`src/rtl/flash_uart_pkg.sv`:
```
// Shared opcodes, reply bytes, status codes and FSM states for the UART flash
// programmer/reader family.
package flash_uart_pkg;

  localparam logic [7:0] CMD_READ         = 8'h03;
  localparam logic [7:0] CMD_WRITE_ENABLE = 8'h06;
  localparam logic [7:0] CMD_PAGE_PROGRAM = 8'h02;
  localparam logic [7:0] CMD_READ_STATUS  = 8'h05;

  localparam logic [7:0] REPLY_ACK = 8'hDC;
  localparam logic [7:0] REPLY_ERR = 8'hFF;

  typedef enum logic [2:0] {
    ST_IDLE = 3'd0,
    ST_HDR  = 3'd1,
    ST_READ = 3'd2,
    ST_ERR  = 3'd3,
    ST_DONE = 3'd4
  } status_e;

  typedef enum logic [4:0] {
    IDLE, H1, H2, H3,
    CS_SETUP, SEND_CMD, SEND_A2, SEND_A1, SEND_A0,
    READ_BYTE, TX_BYTE, TX_WAIT,
    CS_HIGH, ACK_TX, ACK_WAIT, ACK_HOLD,
    ERR_TX, ERR_WAIT
  } state_e;

endpackage

```
`src/rtl/spi_byte_xfer.sv`:
```
// One SPI mode-0 byte exchange, MSB first: CLK_DIV clk cycles per SCLK half
// period, 16*CLK_DIV cycles per byte; done pulses with the final falling edge.
module spi_byte_xfer #(
  parameter int CLK_DIV = 2
) (
  input  logic       clk,
  input  logic       rst,
  input  logic       start_i,
  input  logic [7:0] tx_byte_i,
  output logic [7:0] rx_byte_o,
  output logic       done_o,
  output logic       spi_clk_o,
  output logic       spi_mosi_o,
  input  logic       spi_miso_i
);
  import flash_uart_pkg::*;

  localparam int DIV_W = (CLK_DIV > 1) ? $clog2(CLK_DIV) : 1;

  logic             act_q, act_d;
  logic             sclk_q, sclk_d;
  logic             done_q, done_d;
  logic [DIV_W-1:0] div_q, div_d;
  logic [2:0]       bit_q, bit_d;
  logic [7:0]       sh_q, sh_d;
  logic [7:0]       rx_q, rx_d;

  always_comb begin
    act_d  = act_q;
    sclk_d = sclk_q;
    done_d = 1'b0;
    div_d  = div_q;
    bit_d  = bit_q;
    sh_d   = sh_q;
    rx_d   = rx_q;
    if (!act_q) begin
      if (start_i) begin
        act_d  = 1'b1;
        sh_d   = tx_byte_i;
        div_d  = '0;
        bit_d  = '0;
        sclk_d = 1'b0;
      end
    end else if (div_q == DIV_W'(CLK_DIV - 1)) begin
      div_d = '0;
      if (!sclk_q) begin
        // MISO was launched on the previous falling edge, so it is stable here
        sclk_d = 1'b1;
        rx_d   = {rx_q[6:0], spi_miso_i};
      end else begin
        sclk_d = 1'b0;
        if (bit_q == 3'd7) begin
          act_d  = 1'b0;
          done_d = 1'b1;
        end else begin
          bit_d = bit_q + 3'd1;
          sh_d  = {sh_q[6:0], 1'b0};
        end
      end
    end else begin
      div_d = div_q + 1'b1;
    end
  end

  always_ff @(posedge clk or posedge rst) begin
    if (rst) begin
      act_q  <= 1'b0;
      sclk_q <= 1'b0;
      done_q <= 1'b0;
      div_q  <= '0;
      bit_q  <= '0;
      sh_q   <= '0;
      rx_q   <= '0;
    end else begin
      act_q  <= act_d;
      sclk_q <= sclk_d;
      done_q <= done_d;
      div_q  <= div_d;
      bit_q  <= bit_d;
      sh_q   <= sh_d;
      rx_q   <= rx_d;
    end
  end

  assign rx_byte_o  = rx_q;
  assign done_o     = done_q;
  assign spi_clk_o  = sclk_q;
  assign spi_mosi_o = sh_q[7];

endmodule

```
`src/rtl/flash_reader_uart.sv`:
```
// Host read-back: takes a 4-byte UART header (addr[23:0], len), streams that many
// flash bytes out over UART via READ DATA, then replies ACK (or ERR on timeout).
module flash_reader_uart #(
  parameter int CLK_DIV    = 2,
  parameter int RX_TIMEOUT = 1000000,
  parameter int CS_IDLE    = 4
) (
  input  logic       clk,
  input  logic       rst,
  input  logic [7:0] rx_data,
  input  logic       rx_valid,
  output logic [7:0] tx_data,
  output logic       tx_start,
  input  logic       tx_busy,
  output logic       spi_clk,
  output logic       spi_mosi,
  input  logic       spi_miso,
  output logic       spi_cs_n,
  output logic       busy,
  output logic [2:0] status
);
  import flash_uart_pkg::*;

  localparam int CNT_W = $clog2(RX_TIMEOUT + CLK_DIV + 1);
  localparam int IDL_W = $clog2(CS_IDLE + 2);

  state_e           state_q, state_d;
  status_e          status_q, status_d;
  logic [CNT_W-1:0] cnt_q, cnt_d;
  logic [IDL_W-1:0] idle_q, idle_d;
  logic [8:0]       rem_q, rem_d;
  logic             seen_q, seen_d;
  logic             cs_n_q, cs_n_d;
  logic             tx_start_q, tx_start_d;
  logic [7:0]       tx_data_q, tx_data_d;
  logic             xs_q, xs_d;
  logic [7:0]       xtx_q, xtx_d;
  logic [23:0]      addr_q, addr_d;
  logic [7:0]       rd_byte;
  logic             xdone;

  spi_byte_xfer #(.CLK_DIV(CLK_DIV)) u_spi (
    .clk        (clk),
    .rst        (rst),
    .start_i    (xs_q),
    .tx_byte_i  (xtx_q),
    .rx_byte_o  (rd_byte),
    .done_o     (xdone),
    .spi_clk_o  (spi_clk),
    .spi_mosi_o (spi_mosi),
    .spi_miso_i (spi_miso)
  );

  always_comb begin
    state_d    = state_q;
    status_d   = status_q;
    cnt_d      = cnt_q;
    idle_d     = (idle_q < IDL_W'(CS_IDLE)) ? idle_q + 1'b1 : idle_q;
    rem_d      = rem_q;
    seen_d     = seen_q;
    cs_n_d     = cs_n_q;
    tx_start_d = 1'b0;
    tx_data_d  = tx_data_q;
    xs_d       = 1'b0;
    xtx_d      = xtx_q;
    addr_d     = addr_q;
    unique case (state_q)
      IDLE: if (rx_valid) begin
        addr_d[23:16] = rx_data;
        cnt_d         = '0;
        status_d      = ST_HDR;
        state_d       = H1;
      end
      H1, H2, H3: begin
        // A byte arriving on the timeout cycle still counts
        if (rx_valid) begin
          cnt_d = '0;
          case (state_q)
            H1:      begin addr_d[15:8] = rx_data; state_d = H2; end
            H2:      begin addr_d[7:0]  = rx_data; state_d = H3; end
            default: begin
              rem_d    = (rx_data == 8'd0) ? 9'd256 : {1'b0, rx_data};
              cs_n_d   = 1'b0;
              status_d = ST_READ;
              state_d  = CS_SETUP;
            end
          endcase
        end else if (cnt_q == CNT_W'(RX_TIMEOUT - 1)) begin
          status_d = ST_ERR;
          state_d  = ERR_TX;
        end else begin
          cnt_d = cnt_q + 1'b1;
        end
      end
      CS_SETUP: if (cnt_q == CNT_W'(CLK_DIV - 1)) begin
        xs_d    = 1'b1;
        xtx_d   = CMD_READ;
        state_d = SEND_CMD;
      end else begin
        cnt_d = cnt_q + 1'b1;
      end
      SEND_CMD: if (xdone) begin xs_d = 1'b1; xtx_d = addr_q[23:16]; state_d = SEND_A2; end
      SEND_A2:  if (xdone) begin xs_d = 1'b1; xtx_d = addr_q[15:8];  state_d = SEND_A1; end
      SEND_A1:  if (xdone) begin xs_d = 1'b1; xtx_d = addr_q[7:0];   state_d = SEND_A0; end
      SEND_A0:  if (xdone) begin xs_d = 1'b1; xtx_d = 8'h00;         state_d = READ_BYTE; end
      READ_BYTE: if (xdone) state_d = TX_BYTE;
      TX_BYTE: if (!tx_busy) begin
        tx_start_d = 1'b1;
        tx_data_d  = rd_byte;
        rem_d      = rem_q - 9'd1;
        seen_d     = 1'b0;
        state_d    = TX_WAIT;
      end
      TX_WAIT: begin
        // CS stays low here; the flash continues the sequential READ on the next byte
        if (!seen_q) begin
          if (tx_busy) seen_d = 1'b1;
        end else if (!tx_busy) begin
          if (rem_q != 9'd0) begin
            xs_d    = 1'b1;
            xtx_d   = 8'h00;
            state_d = READ_BYTE;
          end else begin
            state_d = CS_HIGH;
          end
        end
      end
      CS_HIGH: begin
        cs_n_d  = 1'b1;
        idle_d  = '0;
        state_d = ACK_TX;
      end
      ACK_TX: if (!tx_busy) begin
        tx_start_d = 1'b1;
        tx_data_d  = REPLY_ACK;
        status_d   = ST_DONE;
        seen_d     = 1'b0;
        state_d    = ACK_WAIT;
      end
      ACK_WAIT: if (!seen_q) begin
        if (tx_busy) seen_d = 1'b1;
      end else if (!tx_busy) begin
        state_d = ACK_HOLD;
      end
      ACK_HOLD: if (idle_q >= IDL_W'(CS_IDLE)) state_d = IDLE;
      ERR_TX: begin
        cs_n_d = 1'b1;
        if (!tx_busy) begin
          tx_start_d = 1'b1;
          tx_data_d  = REPLY_ERR;
          seen_d     = 1'b0;
          state_d    = ERR_WAIT;
        end
      end
      ERR_WAIT: if (!seen_q) begin
        if (tx_busy) seen_d = 1'b1;
      end else if (!tx_busy) begin
        state_d = IDLE;
      end
      default: state_d = IDLE;
    endcase
  end

  always_ff @(posedge clk or posedge rst) begin
    if (rst) begin
      state_q    <= IDLE;
      status_q   <= ST_IDLE;
      cnt_q      <= '0;
      idle_q     <= '0;
      rem_q      <= '0;
      seen_q     <= 1'b0;
      cs_n_q     <= 1'b1;
      tx_start_q <= 1'b0;
      tx_data_q  <= '0;
      xs_q       <= 1'b0;
    end else begin
      state_q    <= state_d;
      status_q   <= status_d;
      cnt_q      <= cnt_d;
      idle_q     <= idle_d;
      rem_q      <= rem_d;
      seen_q     <= seen_d;
      cs_n_q     <= cs_n_d;
      tx_start_q <= tx_start_d;
      tx_data_q  <= tx_data_d;
      xs_q       <= xs_d;
    end
  end

  always_ff @(posedge clk) begin
    addr_q <= addr_d;
    xtx_q  <= xtx_d;
  end

  assign tx_data  = tx_data_q;
  assign tx_start = tx_start_q;
  assign spi_cs_n = cs_n_q;
  assign busy     = (state_q != IDLE);
  assign status   = status_q;

endmodule

```
`config.mk`:
```
export PLATFORM = sky130hd
export DESIGN_NAME = flash_reader_uart
export DESIGN_NICKNAME = d
export VERILOG_FILES = /design/src/rtl/flash_uart_pkg.sv /design/src/rtl/spi_byte_xfer.sv /design/src/rtl/flash_reader_uart.sv
export SDC_FILE = /design/constraint.sdc
export NUM_CORES = 1
export LEC_CHECK = 0
export BUFFER_PORTS_ARGS = -buffer_cell sky130_fd_sc_hd__clkbuf_2
export CORE_ASPECT_RATIO = 0.5
export CORE_UTILIZATION = 50
export CTS_BUF_LIST = sky130_fd_sc_hd__clkbuf_16
export DETAILED_ROUTE_END_ITERATION = 8
export GPL_ROUTABILITY_DRIVEN = 1
export PLACE_DENSITY = 0.67
export SETUP_SLACK_MARGIN = 0.1
export SLEW_MARGIN = 20
export SYNTH_ARGS = -nofsm -noshare
export SYNTH_HDL_FRONTEND = slang
export SYNTH_HIERARCHICAL = 1
export SYNTH_SLANG_ARGS = --single-unit
```
`constraint.sdc`:
```
create_clock -name clk -period 2.4 [get_ports clk]
set_input_delay 0 -clock clk [delete_from_list [all_inputs] [get_ports clk]]
set_output_delay 0 -clock clk [all_outputs]
set_load 0.02 [all_outputs]
```
# Word-level counts from Yosys, hierarchy flattened
# Index checks and enable logic that the tools add are counted.
[classes]
n_addsub = 5
order_cmp = 2
eq_ne = 48
muxes = 93
n_bitwise = 1
n_reduce_logical = 33
[ops]
columns = ["op", "n"]
rows = [
  ["8-bit two-way mux", 16],
  ["5-bit two-way mux", 19],
  ["20-bit two-way mux", 4],
  ["5-bit case mux with 16 select lines", 1],
  ["20-bit case mux with 3 select lines", 1],
  ["8-bit case mux with 6 select lines", 1],
  ["5-bit by 4-bit == test with 1-bit output, second input constant", 8],
  ["2-bit inequality test, second input constant", 20],
  ["3-bit two-way mux", 13],
  ["9-bit two-way mux", 4],
  ["1-bit two-way mux", 27],
  ["8-bit case mux with 3 select lines", 1],
  ["20-bit by 1-bit adder with 20-bit output, second input constant", 1],
  ["20-bit by 1-bit == test with 1-bit output, second input constant", 1],
  ["20-bit == test, second input constant", 1],
  ["5-bit by 3-bit == test with 1-bit output, second input constant", 4],
  ["9-bit case mux with 2 select lines", 1],
  ["18-bit AND reduction", 1],
  ["4-bit AND reduction", 4],
  ["3-bit AND reduction", 4],
  ["5-bit by 2-bit == test with 1-bit output, second input constant", 2],
  ["5-bit == test, second input constant", 2],
  ["2-bit by 1-bit inequality test with 1-bit output, second input constant", 5],
  ["2-bit nonzero test", 5],
  ["other kinds (25)", 36],
]
[word_totals]
regBits = 107
in_bits = 13
out_inout_bits = 16
elab_cells = 203

# Logic depth before layout (Yosys ltp)
# Gate-level depths: netlist of run 1.
[depth]
word_depth = 5
mapped_depth = 9
ltp_nobuf = 7

# Modules after synthesis
# Netlist of run 1, hierarchy kept.
[by_module_without_submodules]
columns = ["mod", "n_inst", "cells_each", "area_per_inst_um2", "seq_area_each_um2"]
rows = [
  ["flash_reader_uart", 1, 435, 4246.6, 2263.4],
  ["spi_byte_xfer", 1, 71, 1042.2, 575.6],
]

# Least setup slack after synthesis of run 1
# OpenSTA, ideal clock, no wires.
[synth_timing]
path_type = "register -> register"
startpoint = "reg state_q[3]"
endpoint = "reg xtx_q[0], enable pin"
setup_time_ns = 0.398
arrival_ns = 2.095
required_time_ns = 2.002
setup_slack_ns = -0.093
path_stages_with_launch = 4
synth_period_minus_slack_ns = 2.493
path_cell_list = "dfrtp_1 > or3b_2 > clkbuf_1 > o41ai_1"
[synth_between]
elab_chain_len = 3
[synth_rtl]
columns = ["item", "line_no", "text"]
rows = [
  ["from (decl)", "flash_reader_uart.sv:27", "state_e state_q, state_d;"],
  ["from (signal assigned)", "flash_reader_uart.sv:177", "state_q <= state_d;"],
  ["5-bit by 4-bit == test with 1-bit output / 5-bit by 3-bit == test with 1-bit output (equally long branches)", "flash_reader_uart.sv:67", "unique case (state_q)"],
  ["6-bit nonzero test (no source line), or another cell as far along", "n/a", ""],
  ["9-bit AND reduction (no source line) (*)", "n/a", ""],
  ["to (signal assigned)", "flash_reader_uart.sv:192", "xtx_q <= xtx_d;"],
  ["to (decl)", "flash_reader_uart.sv:37", "logic [7:0] xtx_q, xtx_d;"],
]
# Mark *: on every way between the ends. The rest lies on a longest branch, timed or not.
# A chain may end at the register's enable or synchronous reset.

# Worst setup path after layout of run 1
[layout_timing]
startpoint = "reg state_q[3]"
endpoint = "reg state_q[2]"
[layout_between]
elab_chain_len = 4
[layout_rtl]
columns = ["item", "line_no"]
rows = [
  ["5-bit by 2-bit == test with 1-bit output, or another cell as far along", "flash_reader_uart.sv:67, flash_reader_uart.sv:78"],
  ["3-bit case mux with 2 select lines / 3-bit OR reduction (equally long branches)", "flash_reader_uart.sv:78, flash_reader_uart.sv:67"],
  ["5-bit two-way mux / 3-bit inequality test (equally long branches)", "n/a"],
  ["5-bit case mux with 16 select lines / 18-bit AND reduction (equally long branches)", "n/a"],
]
# Parallel ways exist; a longest one is shown, timed or not.

==> results.txt, run 1 <==
The flow ran to the end, and the final reports show no timing, DRC or antenna violations. The highest ir drop seen on vdd came out at 0.506 mV. The kind of critical path is reg -> reg. The number of rows created at floorplan is 26.

The buffer count from post-CTS setup fixing is 0. The synthesized netlist occupies a cell area of 5290 µm². The number of vias per cell after detailed routing came out at 5.64.

The share of synthesized registers carrying an async set or reset came out at 70.1%. The worst reg-to-reg setup slack is 200 ps. The aggregate routed wire length is 11,100 µm. The HPWL after detailed placement came out at 7810 µm. The global-route total usage across every layer came out at 21.7%. The relative slew slack came out at 43.7%. The peak clock frequency supported by timing is 0.455 GHz.

The average instance in the mapped netlist occupies 10.5 µm². The number of max-capacitance violations reported is 0. The startpoint type of the worst setup path is a flop. Across the whole layout, storage elements account for 2840 µm². Global routing used 4.61% of the available met3 tracks.

For the worst setup path, the data arrival time is 2420 ps. Of all nets on the critical path, the largest fanout is 12. After filler insertion, the fill cell instance count of the layout stands at 877. On the critical path, the stage with the largest delay is an instance of dfrtp_1.

For hold timing, the worst endpoint is seen_q. The total grt overflow is 0. The synthesized instance count is 506. For this design, the sink count on the clock tree is 107. The first global-routing pass estimated 18,600 µm of wire. The worst reg-to-reg path cell count is 6. The total nets after synthesis came out at 526. The number of diodes is 0. During synthesis, Yosys emitted a total of 6 warnings. The startpoint identified for the worst hold timing path is tx_busy. The pin count of the biggest net entering global routing came out at 31.

The number of DRC markers after the initial detailed-route iteration is 275. The core area is 10,200 µm². The cell family contributing the most delay on the critical path is simple AND/OR/NAND/NOR gates. The number of global-route vias before repair came out at 3,796. The worst-case clock skew came out at 8.20 ps. The detailed-route via count is 4,014. The post-synthesis sequential area ratio is 53.7%. The required time of the critical path is 2630 ps. The critical path goes through buf_4 > or3b_4 > a311oi_2 > a21oi_1 > and4_1 > a32o_1.

STA classifies the critical path endpoint as a flop. The count of different cell masters after synthesis is 63. Relative to the synthesized area, the layout overhead comes to 16.7%. The effective utilization at floorplan came out at 51.6%. The layout net count came out at 587. Clock-pin slew was measured on the worst setup and hold paths at 70 ps. The final RePlAce weighted congestion came out at 0.926. Summing all multi-input logic gate instances after layout gives 2280 µm². The least setup slack across all paths after layout is 203 ps. At the pin with the least slew margin, the transition time is 844 ps. The met1 track utilization from global routing is 31.1%. The clock tree from TritonCTS is done. The number of cells on the worst hold path came out at 3. TritonCTS created 9 clock buffers. The clock tree buffer depth came out at 2. The height of the die came out at 74.7 µm.

The count of buffers added on input and output ports is 28. In this run the critical register-to-register path is launched from state_q[3]. The most common cell after layout, fill and taps aside is dfrtp_1. Of the cells placed in the final design, the portion with a size suffix greater than 1 is 22.0%. Timing analysis after detailed placement gives a worst setup slack of 50.9 ps. The most instantiated flip-flop cell in the synthesis netlist is dfrtp_1. The leakage dissipation came out at 2.65 nW. The maximum level of the CTS H-tree came out at 3.

The count of unresolved DRC violations after routing is 0. The overall die width came out at 147 µm. Once detail routing completed, the nets flagged for antenna violations numbered 0. After detailed routing, the average wire length per cell comes to 15.6 µm. The number of antenna violations at the first check in global routing was 0.

For the worst-skew pair, the clock arrives at the later sink with an insertion delay of 340 ps. The number of optimization iterations in the first detailed-route pass is 5. The minimum period implied by the final worst setup slack is 2200 ps. The root buffer cell is clkbuf_16. The reg-to-reg critical path endpoint is state_q[2].

In the layout the commonest cells are dfrtp_1 (74), nor2_1 (62), a21oi_1 (40). The largest stage delay on the critical path came out at 460 ps. The max-slew violation total from the final report came out at 0. The share of the cycle needed by the critical path after routing is 91.5%. After global routing, the most crowded layer is met2. For this design the ratio of total power to cell area is 1130 nW/µm². The met2 layer usage reported by global route is 34.1%.

The buffering stage count on the worst path with inverters included came out at 1. Counting flops with a built-in enable in the synthesized netlist gives 32. The top-level I/O count is 29. The setup violation total in the final timing report is 0. The floorplan die area is 11,000 µm². The final hold violation count is 0. The class of the tightest hold or removal check is in -> reg. The aggregate negative setup slack came out at 0 ps.

The number of synthesized register bits is 107. Setup repair after global routing could not meet its margin everywhere.
## worst max path at each step
stage	cells after the start	slack (ps)	from	to
2_1_floorplan	8	120	cnt_q[0]	cnt_q[7]
3_3_place_gp	6	100	state_q[3]	state_q[2]
3_5_place_dp	6	50	state_q[3]	state_q[2]
4_1_cts	6	100	state_q[3]	state_q[2]
5_1_grt	7	70	cnt_q[10]	state_q[2]
6_report	6	200	state_q[3]	state_q[2]
## cell type report
type	count	share of cell area (%)
tap	140	2.84
inverter	19	1.16
clock buffer	9	3.65
clock inverter	7	0.770
multi-input combinational	354	37.0
sequential	107	46.0
timing repair buffer	76	8.58
## tightest hold or removal path, stage by stage
cell,delay [ps]
clkbuf_2,150
inv_1,150
o22ai_1,90
## metrics by stage
step / cells / util [%] / hold WS (ps) / total power (W) / instance area (µm²)
6_report: 712 / 60.2 / 81.0 / 0.00699 / 6170
3_5_place_dp: 686 / 56.4 / 5.95 / 0.00560 / 5780
2_1_floorplan: 506 / - / 1.92 / 0.00475 / 5300
5_1_grt: 712 / 60.2 / 112 / 0.00751 / 6170
4_1_cts: 712 / 60.1 / 63.8 / 0.00703 / 6160
3_3_place_gp: 686 / 56.4 / -0.762 / 0.00553 / 5780
## repair_timing
action	in CTS	in global routing
endpoints found under the setup margin	7	10
hold buffers	10	0
endpoints found under the hold margin	64	0
resized for setup	2	4
## cells by family (layout without fill, tap and decap cells)
| group | count (synthesis) | in the layout | synth area share (%) |
|---|---|---|---|
| adder cells (fa/ha/maj) | 7 | 7 | 1.66 |
| XOR/XNOR | 3 | 3 | 0.497 |
| multiplexers | 36 | 36 | 8.00 |
| AO/OA/AOI/OAI | 128 | 128 | 15.1 |
| AND/OR/NAND/NOR | 180 | 180 | 17.6 |
| flip-flops | 107 | 107 | 53.7 |
| buffers and inverters | 45 | 111 | 3.55 |
## layer usage
layer	share of wire, %	up-vias
li1	-	1983
met1	50	1926
met2	44	93
met3	5.0	12
met4	0.94	0
met5	0	-
## state kept, by name, summed over array words and instances (netlist names)
| name | cells |
|---|---|
| u_spi/act_q | 1 |
| tx_start | 1 |
| u_spi/bit_q | 3 |
| addr_q | 24 |
| u_spi/done_o | 1 |
| u_spi/spi_clk_o | 1 |
| cnt_q | 20 |
| u_spi/rx_byte_o | 8 |
| status | 3 |
| u_spi/div_q | 1 |
| idle_q | 3 |
| xs_q | 1 |
| state_q | 5 |
| spi_cs_n | 1 |
| seen_q | 1 |
| rem_q | 9 |
| tx_data | 8 |
| xtx_q | 8 |
| u_spi/sh_q | 8 |
## power by group
part / internal [W] / total, W / leakage (nW) / switching, W
clock network: 0.000710 / 0.00138 / 0.139 / 0.000669
logic: 0.00124 / 0.00287 / 1.27 / 0.00163
registers: 0.00240 / 0.00274 / 1.24 / 0.000340
total: 0.00436 / 0.00699 / 2.65 / 0.00264
## cells in the mapped netlist (2+ instances only)
library cell | n | area (µm²)
dfrtp_1 | 74 | 1850
nor2_1 | 62 | 233
a21oi_1 | 40 | 200
o21ai_0 | 37 | 185
edfxtp_1 | 32 | 961
nand2_1 | 29 | 109
mux2_2 | 22 | 248
inv_1 | 19 | 71.3
clkbuf_1 | 17 | 63.8
nand3_1 | 16 | 80.1
nor4_1 | 9 | 56.3
or3_1 | 9 | 56.3
a22oi_1 | 8 | 60.1
and3_1 | 8 | 50.1
nor3_1 | 8 | 40.0
ha_1 | 7 | 87.6
mux2_4 | 7 | 105
mux2i_1 | 7 | 70.1
nand2b_1 | 7 | 43.8
a21o_1 | 6 | 45.0
o31ai_1 | 6 | 45.0
or4_1 | 6 | 45.0
nor2b_1 | 5 | 31.3
o22ai_1 | 5 | 31.3
and4_1 | 4 | 35.0
o41ai_1 | 4 | 35.0
a311oi_1 | 3 | 26.3
buf_1 | 3 | 11.3
buf_2 | 3 | 15.0
nand4_1 | 3 | 18.8
a211oi_1 | 2 | 15.0
a32o_1 | 2 | 20.0
and4b_1 | 2 | 20.0
buf_4 | 2 | 15.0
o311ai_0 | 2 | 17.5
or3b_2 | 2 | 17.5
xor2_1 | 2 | 17.5
Note: power is estimated with default switching activity, not from simulation.
==> inputs of run 2 (changes only) <==
- CTS_BUF_LIST: sky130_fd_sc_hd__clkbuf_16 -> unset
==> run 2 against run 1 <==
Against the previous run:
- setup slack improved by 6.1 ps
- power is 0.66% higher
- clock-buffer cell count up 2
- sequential power barely moved
- first-iteration DRC count down 15%
- critical path type unchanged
==> results.txt, run 2 (synthesis results as in run 1) <==
Global routing consumed, over all layers together, 21.7% of the routing resources. The power density relative to cell area came out at 1140 nW/µm². Entering global routing, the biggest net connects 31 pins.

The detailed router finished its first iteration with 235 violations. The area overhead of the layout relative to synthesis is 16.9%. Setup repair after global routing could not meet its margin everywhere. The per-cell routed wire length is 15.7 µm. For this run, the share of the core covered by cells in the final layout is 60.3%. The number of cells on the worst hold path came out at 3.

In the final timing run, aggregate negative setup slack is 0 ps. TritonCTS built the clock tree. The slew at the pin with the worst max-slew slack is 844 ps. The tool flagged a number of max-cap violations equal to 0. For this design the top-level I/O count stands at 29. The worst-case clock skew came out at 9.38 ps. In this run the horizontal extent of the chip is 147 µm. The minimum period implied by the final worst setup slack is 2190 ps. The number of global-route vias before repair is 3,781. Leaving out fill and tap cells, the most frequent cell in the layout is dfrtp_1. Clock tree synthesis found a total of 107 sinks. In the final layout, the share of cells above drive strength 1 is 22.0%. The highest ir drop seen on vdd is 0.506 mV.

The final RePlAce weighted congestion is 0.926. The leakage dissipation came out at 2.64 nW. The final instance area came out at 6180 µm².

Once the floorplan was initialized, standard cells occupied 51.6% of the core. The worst reg-to-reg setup slack is 210 ps. The number of diodes came out at 0. In this run the most critical hold path is launched from tx_busy. The root buffer cell is clkbuf_16. The layout net count came out at 587. The number of rows created at floorplan is 26. The number of buffers created by CTS came out at 9. The pre-CTS setup slack is 50.9 ps. In the post-route analysis, the smallest setup slack over all paths is 209 ps. The number of antenna violations at the first check in global routing came out at 0. The detail route stage leaves a number of antenna-violating nets equal to 0.

In this run the worst path has a maximum fanout of 12. The aggregate routed wire length is 11,200 µm. The number of filler instances in the final layout came out at 881. The final hold violation count was 0.

The number of vias per cell after detailed routing came out at 5.63. The worst path uses 91.3% of the clock period. The clock latency of the later-clocked register in the worst-skew pair is 350 ps.

The peak clock frequency supported by timing came out at 0.456 GHz. For this run, design rule violations remaining after detail routing come to 0. The setup violation total in the final timing report is 0. The die covers 11,000 µm². The worst register-to-register path ends at state_q[2].

The worst register-to-register path begins at state_q[3]. The required time of the critical path came out at 2630 ps. The relative slew slack came out at 43.7%.

In the final layout, the registers with the most flip-flops are addr_q: 24 flops, cnt_q: 20 flops, rem_q: 9 flops. The height of the die came out at 74.7 µm. The register with the highest flop count is addr_q. The endpoint of the worst hold-timing path is seen_q. The flip-flop count of the largest register, all copies and words added is 24. Once detailed placement completed, the half-perimeter wirelength came to 7810 µm. The clock tree synthesis step divided the H-tree into 3 levels. The clock slew seen by the registers of the worst setup and hold paths is 70 ps.

The critical path in this run is classified as reg -> reg. Port buffering added 28 buffers. The class of the tightest hold or removal check is in -> reg. The critical path capture point type is a flop.

The core area came out at 10,200 µm². The max-slew violation total from the final report is 0. In the layout the commonest cells are dfrtp_1 (74), nor2_1 (62), a21oi_1 (40). The clock passes through at most 2 buffers. The worst setup path is launched from a flop.

The global-route wire length before repair is 18,600 µm. After detailed placement, the total cell area comes to 5780 µm². The arrival time at the worst endpoint is 2420 ps. For the worst flop-to-flop path, the logic depth is 6. The number of optimization iterations in the first detailed-route pass came out at 4. Buffers added to address setup during post-CTS repair amount to 0. The total grt overflow is 0. The run finished with clean final reports.

The detailed-route via count is 4,006.
## run 2: cell types whose count changed in the layout (fill, tap and decap cells not counted), sizes merged
cell and change:
inv -2, clkbuf +2
## run 2: layout make-up
cell class | count | area [µm²] | area share (%)
Clock buffer | 11 | 243 | 3.93
Sequential cell | 107 | 2840 | 45.9
Tap cell | 140 | 175 | 2.83
Timing Repair Buffer | 76 | 529 | 8.56
Clock inverter | 5 | 40.0 | 0.648
Multi-Input combinational cell | 354 | 2280 | 36.9
Inverter | 19 | 71.3 | 1.15
## run 2: where the power goes
group          total, W  leakage, nW  switching [W]  internal (W)
clock           0.00142        0.137       0.000673      0.000745
sequential      0.00274         1.24       0.000341       0.00240
combinational   0.00288         1.27        0.00163       0.00124
total           0.00704         2.64        0.00265       0.00439
## run 2: worst max path at each step
| stage | cells after the start | slack, ps | to | start |
|---|---|---|---|---|
| 2_1_floorplan | 8 | 120 | cnt_q[7] | cnt_q[0] |
| 3_3_place_gp | 6 | 100 | state_q[2] | state_q[3] |
| 3_5_place_dp | 6 | 50 | state_q[2] | state_q[3] |
| 4_1_cts | 6 | 100 | state_q[2] | state_q[3] |
| 5_1_grt | 7 | 70 | state_q[2] | cnt_q[10] |
| 6_report | 6 | 210 | state_q[2] | state_q[3] |
## run 2: per-stage QoR
| stage | hold WS (ps) | cells | total power, W |
|---|---|---|---|
| 3_5_place_dp | 5.95 | 686 | 0.00560 |
| 2_1_floorplan | 1.92 | 506 | 0.00475 |
| 4_1_cts | 63.8 | 712 | 0.00706 |
| 5_1_grt | 112 | 712 | 0.00754 |
| 6_report | 77.7 | 712 | 0.00704 |
| 3_3_place_gp | -0.762 | 686 | 0.00553 |
## run 2: critical path, cell delays in order, from the launching register on
cell	delay (ps)
dfrtp_1	460
buf_4	220
or3b_4	470
a311oi_2	250
a21oi_1	110
and4_1	290
a32o_1	280
## run 2: what timing repair did
action,in CTS,in global routing
resized for setup,2,4
hold buffers,10,0
hold endpoints to repair,64,0
setup endpoints to repair,7,10
## run 2: layer usage
layer	vias to the layer above	routed length [µm]	global-route usage (%)
met4	0	104	5.38
met3	13	460	4.18
met2	82	5000	34.4
met5	-	0	0
met1	1927	5640	31.3
li1	1984	-	-
